[src/rtl/bus_arbiter_pkg.sv]
// Shared types for the two-requester APB bus arbiter.
// Holds the FSM state encoding, the pending-slot record and the grant selector.
package bus_arbiter_pkg;

    typedef enum logic [1:0] {
        IDLE  = 2'd0,
        ISSUE = 2'd1,
        WAIT  = 2'd2
    } state_t;

    typedef struct packed {
        logic        valid;
        logic [31:0] addr;
        logic [31:0] wdata;
        logic        write;
    } slot_t;

    // Returns the winning requester index (0 or 1); only meaningful when a slot is valid.
    function automatic logic pick_req(
        input logic i_v0,
        input logic i_v1,
        input logic i_rr_last,
        input logic i_fixed
    );
        if (i_fixed)
            return !i_v0;
        if (i_v0 && i_v1)
            return !i_rr_last;
        return !i_v0;
    endfunction

endpackage

[src/rtl/bus_arbiter_req_slot.sv]
// One pending-request slot with a sticky overrun flag.
// A completion clearing the slot frees it for a pulse in that same cycle.
module req_slot
    import bus_arbiter_pkg::*;
(
    input  logic        i_clk,
    input  logic        i_rst_n,
    input  logic        i_pulse,
    input  logic [31:0] i_addr,
    input  logic [31:0] i_wdata,
    input  logic        i_write,
    input  logic        i_clear,
    output logic        o_valid,
    output logic [31:0] o_addr,
    output logic [31:0] o_wdata,
    output logic        o_write,
    output logic        o_overrun
);

    slot_t r_slot;
    logic  r_overrun;
    logic  w_free;

    assign w_free = !r_slot.valid || i_clear;

    always_ff @(posedge i_clk) begin
        if (!i_rst_n) begin
            r_slot    <= '0;
            r_overrun <= 1'b0;
        end else begin
            if (i_pulse && w_free)
                r_slot <= '{valid: 1'b1, addr: i_addr,
                            wdata: i_wdata, write: i_write};
            else if (i_clear)
                r_slot.valid <= 1'b0;
            if (i_pulse && !w_free)
                r_overrun <= 1'b1;
        end
    end

    assign o_valid   = r_slot.valid;
    assign o_addr    = r_slot.addr;
    assign o_wdata   = r_slot.wdata;
    assign o_write   = r_slot.write;
    assign o_overrun = r_overrun;

endmodule

[src/rtl/bus_arbiter.sv]
// Two-requester (CPU/DMA) arbiter in front of an APB manager port.
// Round-robin or fixed-priority grant; one transfer in flight at a time.
module bus_arbiter
    import bus_arbiter_pkg::*;
#(
    parameter bit FIXED_PRIO = 1'b0
) (
    input  logic        PCLK,
    input  logic        PRESET,
    input  logic        m0_transfer,
    input  logic [31:0] m0_addr,
    input  logic [31:0] m0_wdata,
    input  logic        m0_write,
    output logic [31:0] m0_rdata,
    output logic        m0_ready,
    input  logic        m1_transfer,
    input  logic [31:0] m1_addr,
    input  logic [31:0] m1_wdata,
    input  logic        m1_write,
    output logic [31:0] m1_rdata,
    output logic        m1_ready,
    output logic        transfer,
    output logic [31:0] addr,
    output logic [31:0] wdata,
    output logic        write,
    input  logic [31:0] rdata,
    input  logic        ready,
    output logic [1:0]  overrun
);

    slot_t       w_s0;
    slot_t       w_s1;
    logic        w_busy;
    logic        w_done;
    logic        w_clr0;
    logic        w_clr1;
    logic        w_sel;

    state_t      r_state;
    logic        r_owner;
    logic        r_rr_last;
    logic        r_transfer;
    logic [31:0] r_addr;
    logic [31:0] r_wdata;
    logic        r_write;
    logic [31:0] r_rdata0;
    logic [31:0] r_rdata1;

    req_slot u_slot0 (
        .i_clk     (PCLK),
        .i_rst_n   (PRESET),
        .i_pulse   (m0_transfer),
        .i_addr    (m0_addr),
        .i_wdata   (m0_wdata),
        .i_write   (m0_write),
        .i_clear   (w_clr0),
        .o_valid   (w_s0.valid),
        .o_addr    (w_s0.addr),
        .o_wdata   (w_s0.wdata),
        .o_write   (w_s0.write),
        .o_overrun (overrun[0])
    );

    req_slot u_slot1 (
        .i_clk     (PCLK),
        .i_rst_n   (PRESET),
        .i_pulse   (m1_transfer),
        .i_addr    (m1_addr),
        .i_wdata   (m1_wdata),
        .i_write   (m1_write),
        .i_clear   (w_clr1),
        .o_valid   (w_s1.valid),
        .o_addr    (w_s1.addr),
        .o_wdata   (w_s1.wdata),
        .o_write   (w_s1.write),
        .o_overrun (overrun[1])
    );

    assign w_busy = (r_state == ISSUE) || (r_state == WAIT);
    assign w_done = ready && w_busy;
    assign w_clr0 = w_done && !r_owner;
    assign w_clr1 = w_done && r_owner;
    assign w_sel  = pick_req(w_s0.valid, w_s1.valid, r_rr_last, FIXED_PRIO);

    always_ff @(posedge PCLK) begin
        if (!PRESET) begin
            r_state    <= IDLE;
            r_owner    <= 1'b0;
            r_rr_last  <= 1'b1;
            r_transfer <= 1'b0;
            r_addr     <= '0;
            r_wdata    <= '0;
            r_write    <= 1'b0;
            r_rdata0   <= '0;
            r_rdata1   <= '0;
        end else begin
            r_transfer <= 1'b0;
            unique case (r_state)
                IDLE: begin
                    if (w_s0.valid || w_s1.valid) begin
                        r_owner    <= w_sel;
                        r_addr     <= w_sel ? w_s1.addr  : w_s0.addr;
                        r_wdata    <= w_sel ? w_s1.wdata : w_s0.wdata;
                        r_write    <= w_sel ? w_s1.write : w_s0.write;
                        r_transfer <= 1'b1;
                        r_state    <= ISSUE;
                    end
                end
                ISSUE:   r_state <= ready ? IDLE : WAIT;
                WAIT:    if (ready) r_state <= IDLE;
                default: r_state <= IDLE;
            endcase
            if (w_done) begin
                r_rr_last <= r_owner;
                if (r_owner)
                    r_rdata1 <= rdata;
                else
                    r_rdata0 <= rdata;
            end
        end
    end

    // Read data is forwarded in the completion cycle, then held per requester.
    assign m0_ready = w_clr0;
    assign m1_ready = w_clr1;
    assign m0_rdata = w_clr0 ? rdata : r_rdata0;
    assign m1_rdata = w_clr1 ? rdata : r_rdata1;
    assign transfer = r_transfer;
    assign addr     = r_addr;
    assign wdata    = r_wdata;
    assign write    = r_write;

endmodule
[config.mk]
export PLATFORM = sky130hd
export DESIGN_NAME = bus_arbiter
export DESIGN_NICKNAME = d
export VERILOG_FILES = /design/src/rtl/bus_arbiter_pkg.sv /design/src/rtl/bus_arbiter_req_slot.sv /design/src/rtl/bus_arbiter.sv
export SDC_FILE = /design/constraint.sdc
export NUM_CORES = 1
export LEC_CHECK = 0
export CAP_MARGIN = 10
export CORE_MARGIN = 1.5
export CORE_UTILIZATION = 35
export CTS_BUF_LIST = sky130_fd_sc_hd__clkbuf_8 sky130_fd_sc_hd__clkbuf_16
export CTS_CLUSTER_DIAMETER = 40
export CTS_CLUSTER_SIZE = 20
export DETAILED_ROUTE_END_ITERATION = 6
export SETUP_SLACK_MARGIN = 0.1
export SLEW_MARGIN = 20
export SYNTH_ARGS = -nofsm -noshare
export SYNTH_HDL_FRONTEND = slang
export SYNTH_SLANG_ARGS = --single-unit
[constraint.sdc]
create_clock -name PCLK -period 2.5 [get_ports PCLK]
set_clock_uncertainty 0.1 [all_clocks]
set_input_delay 0.5 -clock PCLK [delete_from_list [all_inputs] [get_ports PCLK]]
set_output_delay 0.5 -clock PCLK [all_outputs]
set_load 0.01 [all_outputs]
# Yosys cells after proc, flatten, opt, wreduce, memory -nomap -nowiden
# Cells that the tools add are included.
[op_classes]
eq_ne = 4
bitwise = 1
n_mux = 17
n_reduce_logical = 26
[ops]
columns = ["op", "n"]
rows = [
  ["$mux 32", 4],
  ["$reduce_and 2->1", 5],
  ["$mux 1", 9],
  ["$logic_and 1x1->1", 8],
  ["$logic_not 1->1", 6],
  ["$mux 2", 3],
  ["$pmux 2 s3", 1],
  ["$logic_or 1x1->1", 4],
  ["$ne 2x2->1 const B", 2],
  ["$reduce_bool 2->1", 2],
  ["$eq 2x1->1 const B", 1],
  ["$eq 2x2->1 const B", 1],
  ["$logic_not 2->1", 1],
  ["$not 1->1", 1],
]
[totals]
output_inout_bits = 134
regBits = 268

# Depth between registers and ports, before layout
[depth]
word_depth = 7
mapped_depth = 7
ltp_nobuf = 5

# Cells and area by module
# A second synthesis with hierarchy kept.
[hier_totals]
hier_cells = 1193
area_unflattened_um2 = 11297.1
[modules_own_cells]
columns = ["mod", "cells_each", "area_per_inst_um2", "n_inst"]
rows = [
  ["bus_arbiter", 615, 5911.9, 1],
  ["req_slot", 289, 2692.6, 2],
]

# Worst setup path after synthesis
# No wires, ideal clock.
[synth_timing]
path_type = "register to output"
start = "register r_state[0]"
end = "output m0_rdata[17]"
stages_incl_launch_ff = 6
arrival_time_ps = 1510
n_path_buf = 1
setup_slack_ps = 390
cell_sequence = "dfxtp_1 -> inv_1 -> ha_1 -> nand3b_4 -> buf_2 -> mux2_1"
[synth_via]
elab_chain_len = 5
word_cells_on_any_way = 6
classes_between = "2 x eq/ne; 1 x mux; 3 x reduce/logical"
[synth_lines]
columns = ["element", "line", "text"]
rows = [
  ["from (decl)", "bus_arbiter.sv:39", "state_t r_state;"],
  ["from (signal assigned)", "bus_arbiter.sv:109", "ISSUE: r_state <= ready ? IDLE : WAIT;"],
  ["$eq 2x1->1 / $eq 2x2->1 (equally long branches)", "bus_arbiter.sv:79", "assign w_busy = (r_state == ISSUE) || (r_state == WAIT);"],
  ["$logic_or 1x1->1 *", "bus_arbiter.sv:79", ""],
  ["$logic_and 1x1->1 *", "bus_arbiter.sv:80", "assign w_done = ready && w_busy;"],
  ["$logic_and 1x1->1 *", "bus_arbiter.sv:81", "assign w_clr0 = w_done && !r_owner;"],
  ["$mux 32 *", "bus_arbiter.sv:126", "assign m0_rdata = w_clr0 ? rdata : r_rdata0;"],
  ["to (decl)", "bus_arbiter.sv:14", "output logic [31:0] m0_rdata,"],
]
# Mark *: on every way between the ends. The rest lies on a longest branch, timed or not.

# Worst setup path after layout
[layout_timing]
start = "register r_state[0]"
end = "output m1_rdata[19]"
[layout_via]
elab_chain_len = 5
word_cells_on_any_way = 6
classes_between = "2 x eq/ne; 1 x mux; 3 x reduce/logical"
[layout_lines]
columns = ["element", "line", "text"]
rows = [
  ["$eq 2x1->1 / $eq 2x2->1 (equally long branches)", "bus_arbiter.sv:79", ""],
  ["$logic_or 1x1->1 *", "bus_arbiter.sv:79", ""],
  ["$logic_and 1x1->1 *", "bus_arbiter.sv:80", ""],
  ["$logic_and 1x1->1 *", "bus_arbiter.sv:82", "assign w_clr1 = w_done && r_owner;"],
  ["$mux 32 *", "bus_arbiter.sv:127", "assign m1_rdata = w_clr1 ? rdata : r_rdata1;"],
  ["to (decl)", "bus_arbiter.sv:20", "output logic [31:0] m1_rdata,"],
]
# Marks and branches as above.

==> flow_metrics.env <==
export IMPL_outcome="finished with violations"
export IMPL_violations="setup timing"
export IMPL_combPwrFrac_pct=17.0
export IMPL_gp_congestion=0.8066
export IMPL_grt_pass1_vias=9449
export IMPL_swShare_pct=25.39
export IMPL_p_leak_nw=6.774
export IMPL_fmax_mhz=384.2
export IMPL_synth_async_reset_ratio_pct=0
export IMPL_synth_flop_cell="dfxtp_1"
export IMPL_grt_antenna_before_repair=2
export IMPL_route_vias_total=9489
export IMPL_drc=0
export IMPL_wl_um=32810
export IMPL_multi_input_area_um2=5231
export IMPL_place_ws_ns=-0.3640
export IMPL_dp_cells=1828
export IMPL_netlist_instances=1194
export IMPL_clock_power_share_pct=45.8
export IMPL_synthesis_nets=1364
export IMPL_grt_start_max_net_pins=90
export IMPL_synth_edff_count=0
export IMPL_clock_sinks=268
export IMPL_wire_per_inst_um=17.02
export IMPL_seq_area_um2=5369
export IMPL_cts_root_buf="clkbuf_16"
export IMPL_critPathLaunchType="flip-flop"
export IMPL_die_w_um=180.8
export IMPL_clockBufferDepth=3
export IMPL_die_h_um=180.8
export IMPL_p_sw_mw=3.282
export IMPL_core_um2=30830
export IMPL_p_int_mw=9.643
export IMPL_clk_insertion_delay_late_ns=0.51
export IMPL_grt_pass1_wl_um=52140
export IMPL_grt_overflow=0
export IMPL_worst_slew_pin_slew_ns=0.5477
export IMPL_peakVddDrop_mv=0.4000
export IMPL_via_per_inst=4.922
export IMPL_placed_area_um2=14620
export IMPL_r2r_slack_ns=0.27
export IMPL_rows=64
export IMPL_worstSetupPathType="flip-flop to primary output"
export IMPL_max_cap_violations=0
export IMPL_synth_seq_area_share_pct=48.48
export IMPL_dpl_hpwl_um=20900
export IMPL_ant_nets=0
export IMPL_synth_warnings=0
export IMPL_cts_max_level=2
export IMPL_layout_drive_gt1_share_pct=18.94
export IMPL_ioPinCount=301
export IMPL_seqPwrFrac_pct=37.2
export IMPL_rsz0062_at_grt="true"
export IMPL_fillers=2751
export IMPL_cts_tree="done"
export IMPL_worstPathArrival_ns=2.00
export IMPL_syn_avg_cell_area_um2=9.268
export IMPL_clkTransAtPathRegs_ns=0.05
export IMPL_setup_ws_ns=-0.1029
export IMPL_grt_util_all_layers_pct=19.70
export IMPL_drv_slew=0
export IMPL_yosys_area_top_type="dfxtp_1"
export IMPL_setup_tns_final_ns=-5.010
export IMPL_cts_hold_buf=0
export IMPL_hold_path_class="input port to flip-flop"
export IMPL_worstPathMaxFanout=6
export IMPL_dr_pass1_iters=5
export IMPL_areaGrowthSynthToFinish_pct=49.30
export IMPL_synthTopCellsByArea="dfxtp_1, mux2i_1, nand2_1"
export IMPL_period_share_pct=104.1
export IMPL_cp_required_ns=1.90
export IMPL_min_period_ns=2.603
export IMPL_die_area_um2=32690
export IMPL_cts_buffers=41
export IMPL_io_buffers=300
export IMPL_drt_iter0_markers=574
export IMPL_power_density_nw_per_um2=782.3
export IMPL_ys_types=30
export IMPL_fin_hold_ws_ns=0.2787
export IMPL_layoutNonFillerInstCount=1928
export IMPL_synth_top_cell_area_share_pct=48.48
export IMPL_nets=1668
export IMPL_ys_ff_latch=268
export IMPL_netlist_area_um2=11070
export IMPL_relSlewSlack_pct=63.49
export IMPL_postLayoutCellArea_um2=16520
export IMPL_setup_viol=65
export IMPL_hold_viol=0
export IMPL_cp_end_kind="primary output"
export IMPL_initial_core_util_pct=35.89
## cells by family after synthesis
logic type | share of synthesized area [%]
buffers and inverters | 5.360
adder cells (fa/ha/maj) | 0.3392
multiplexers | 18.95
flip-flops | 48.48
AND/OR/NAND/NOR | 16.50
AO/OA/AOI/OAI | 10.37
## critical path: stages (launching register included)
cell,delay (ns)
dfxtp_2,0.33
inv_2,0.05
ha_4,0.29
nand3_4,0.10
buf_6,0.16
buf_12,0.13
mux2_4,0.31
buf_6,0.12
## synthesized netlist by cell type, drive strengths merged, types with 3 or more instances
cell type	number
dfxtp	268
nand2	264
o21ai	131
mux2i	130
clkbuf	74
nand3	68
a31oi	67
and2	65
mux2	64
buf	35
inv	6
nor2b	6
a21oi	3
ha	3
## layout by cell type (no fill, tap or decap), types with 3 or more instances in the layout
master / instances
a21oi_1: 3
a31oi_1: 67
and2_1: 65
buf_12: 20
buf_2: 3
buf_4: 34
buf_6: 72
buf_8: 5
bufinv_16: 5
clkbuf_16: 43
clkbuf_8: 5
clkdlybuf4s50_1: 233
clkinv_2: 6
clkinvlp_4: 6
dfxtp_1: 265
dfxtp_2: 3
inv_1: 4
inv_2: 5
inv_6: 6
mux2_2: 23
mux2_4: 41
mux2i_1: 130
nand2_1: 264
nand3_1: 67
nor2b_1: 5
o21ai_0: 131
## per-layer routing
layer	global-route usage, %	wire length (um)	share of wire (%)
met1	26.26	15380	47
met2	31.52	14530	44
met3	5.382	2336	7.1
met4	4.739	546	1.7
met5	0	11	0.034
## final timing paths
path,from,endpoint,cells after the start
max,r_state[0],m1_rdata[19],7
min,PRESET,addr[15],3
max reg2reg,r_state[0],u_slot0.o_wdata[15],10
min reg2reg,u_slot1.o_wdata[17],u_slot1.o_wdata[17],2
## layout make-up
class	instances	area share (%)
inverter	6	0.1363
sequential	268	32.50
antenna	1	0.01515
clock buffer	48	6.930
tap	396	2.999
multi-input combinational	811	31.66
timing repair buffer	370	23.90
clock inverter	28	1.856
## sequential cells by signal, indices dropped and copies added (netlist names)
| name | cells |
|---|---|
| r_rr_last | 1 |
| u_slot0.o_wdata | 32 |
| u_slot1.o_write | 1 |
| u_slot0.o_overrun | 1 |
| u_slot1.o_overrun | 1 |
| u_slot1.o_wdata | 32 |
| r_state | 2 |
| write | 1 |
| u_slot0.o_valid | 1 |
| u_slot0.o_write | 1 |
| u_slot0.o_addr | 32 |
| wdata | 32 |
| u_slot1.o_valid | 1 |
| r_rdata0 | 32 |
| addr | 32 |
| r_owner | 1 |
| transfer | 1 |
| r_rdata1 | 32 |
| u_slot1.o_addr | 32 |
## power by group through the flow
| stage | combinational (mW) | clock (mW) | sequential [mW] |
|---|---|---|---|
| after global routing | 2.38 | 6.26 | 4.84 |
| after detailed placement | 2.10 | 0 | 4.88 |
| after floorplan | 0.966 | 0 | 4.91 |
| final | 2.20 | 5.93 | 4.80 |
| after global placement | 2.08 | 0 | 4.88 |
| after CTS | 2.20 | 6.07 | 4.80 |
## per-stage QoR
stage,power (mW),utilization (%)
after floorplan,5.877,-
after global placement,6.960,47.43
after detailed placement,6.984,47.43
after CTS,13.07,53.28
after global routing,13.47,53.58
final,12.93,53.59
## timing repair
action                                  4_1_cts  5_1_grt
pin swaps                                     1        1
buffers inserted                             12       11
gates resized for setup                     361       22
endpoints found under the setup margin       66       66
cloned                                        3        0
(Power assumes the default switching activity.)
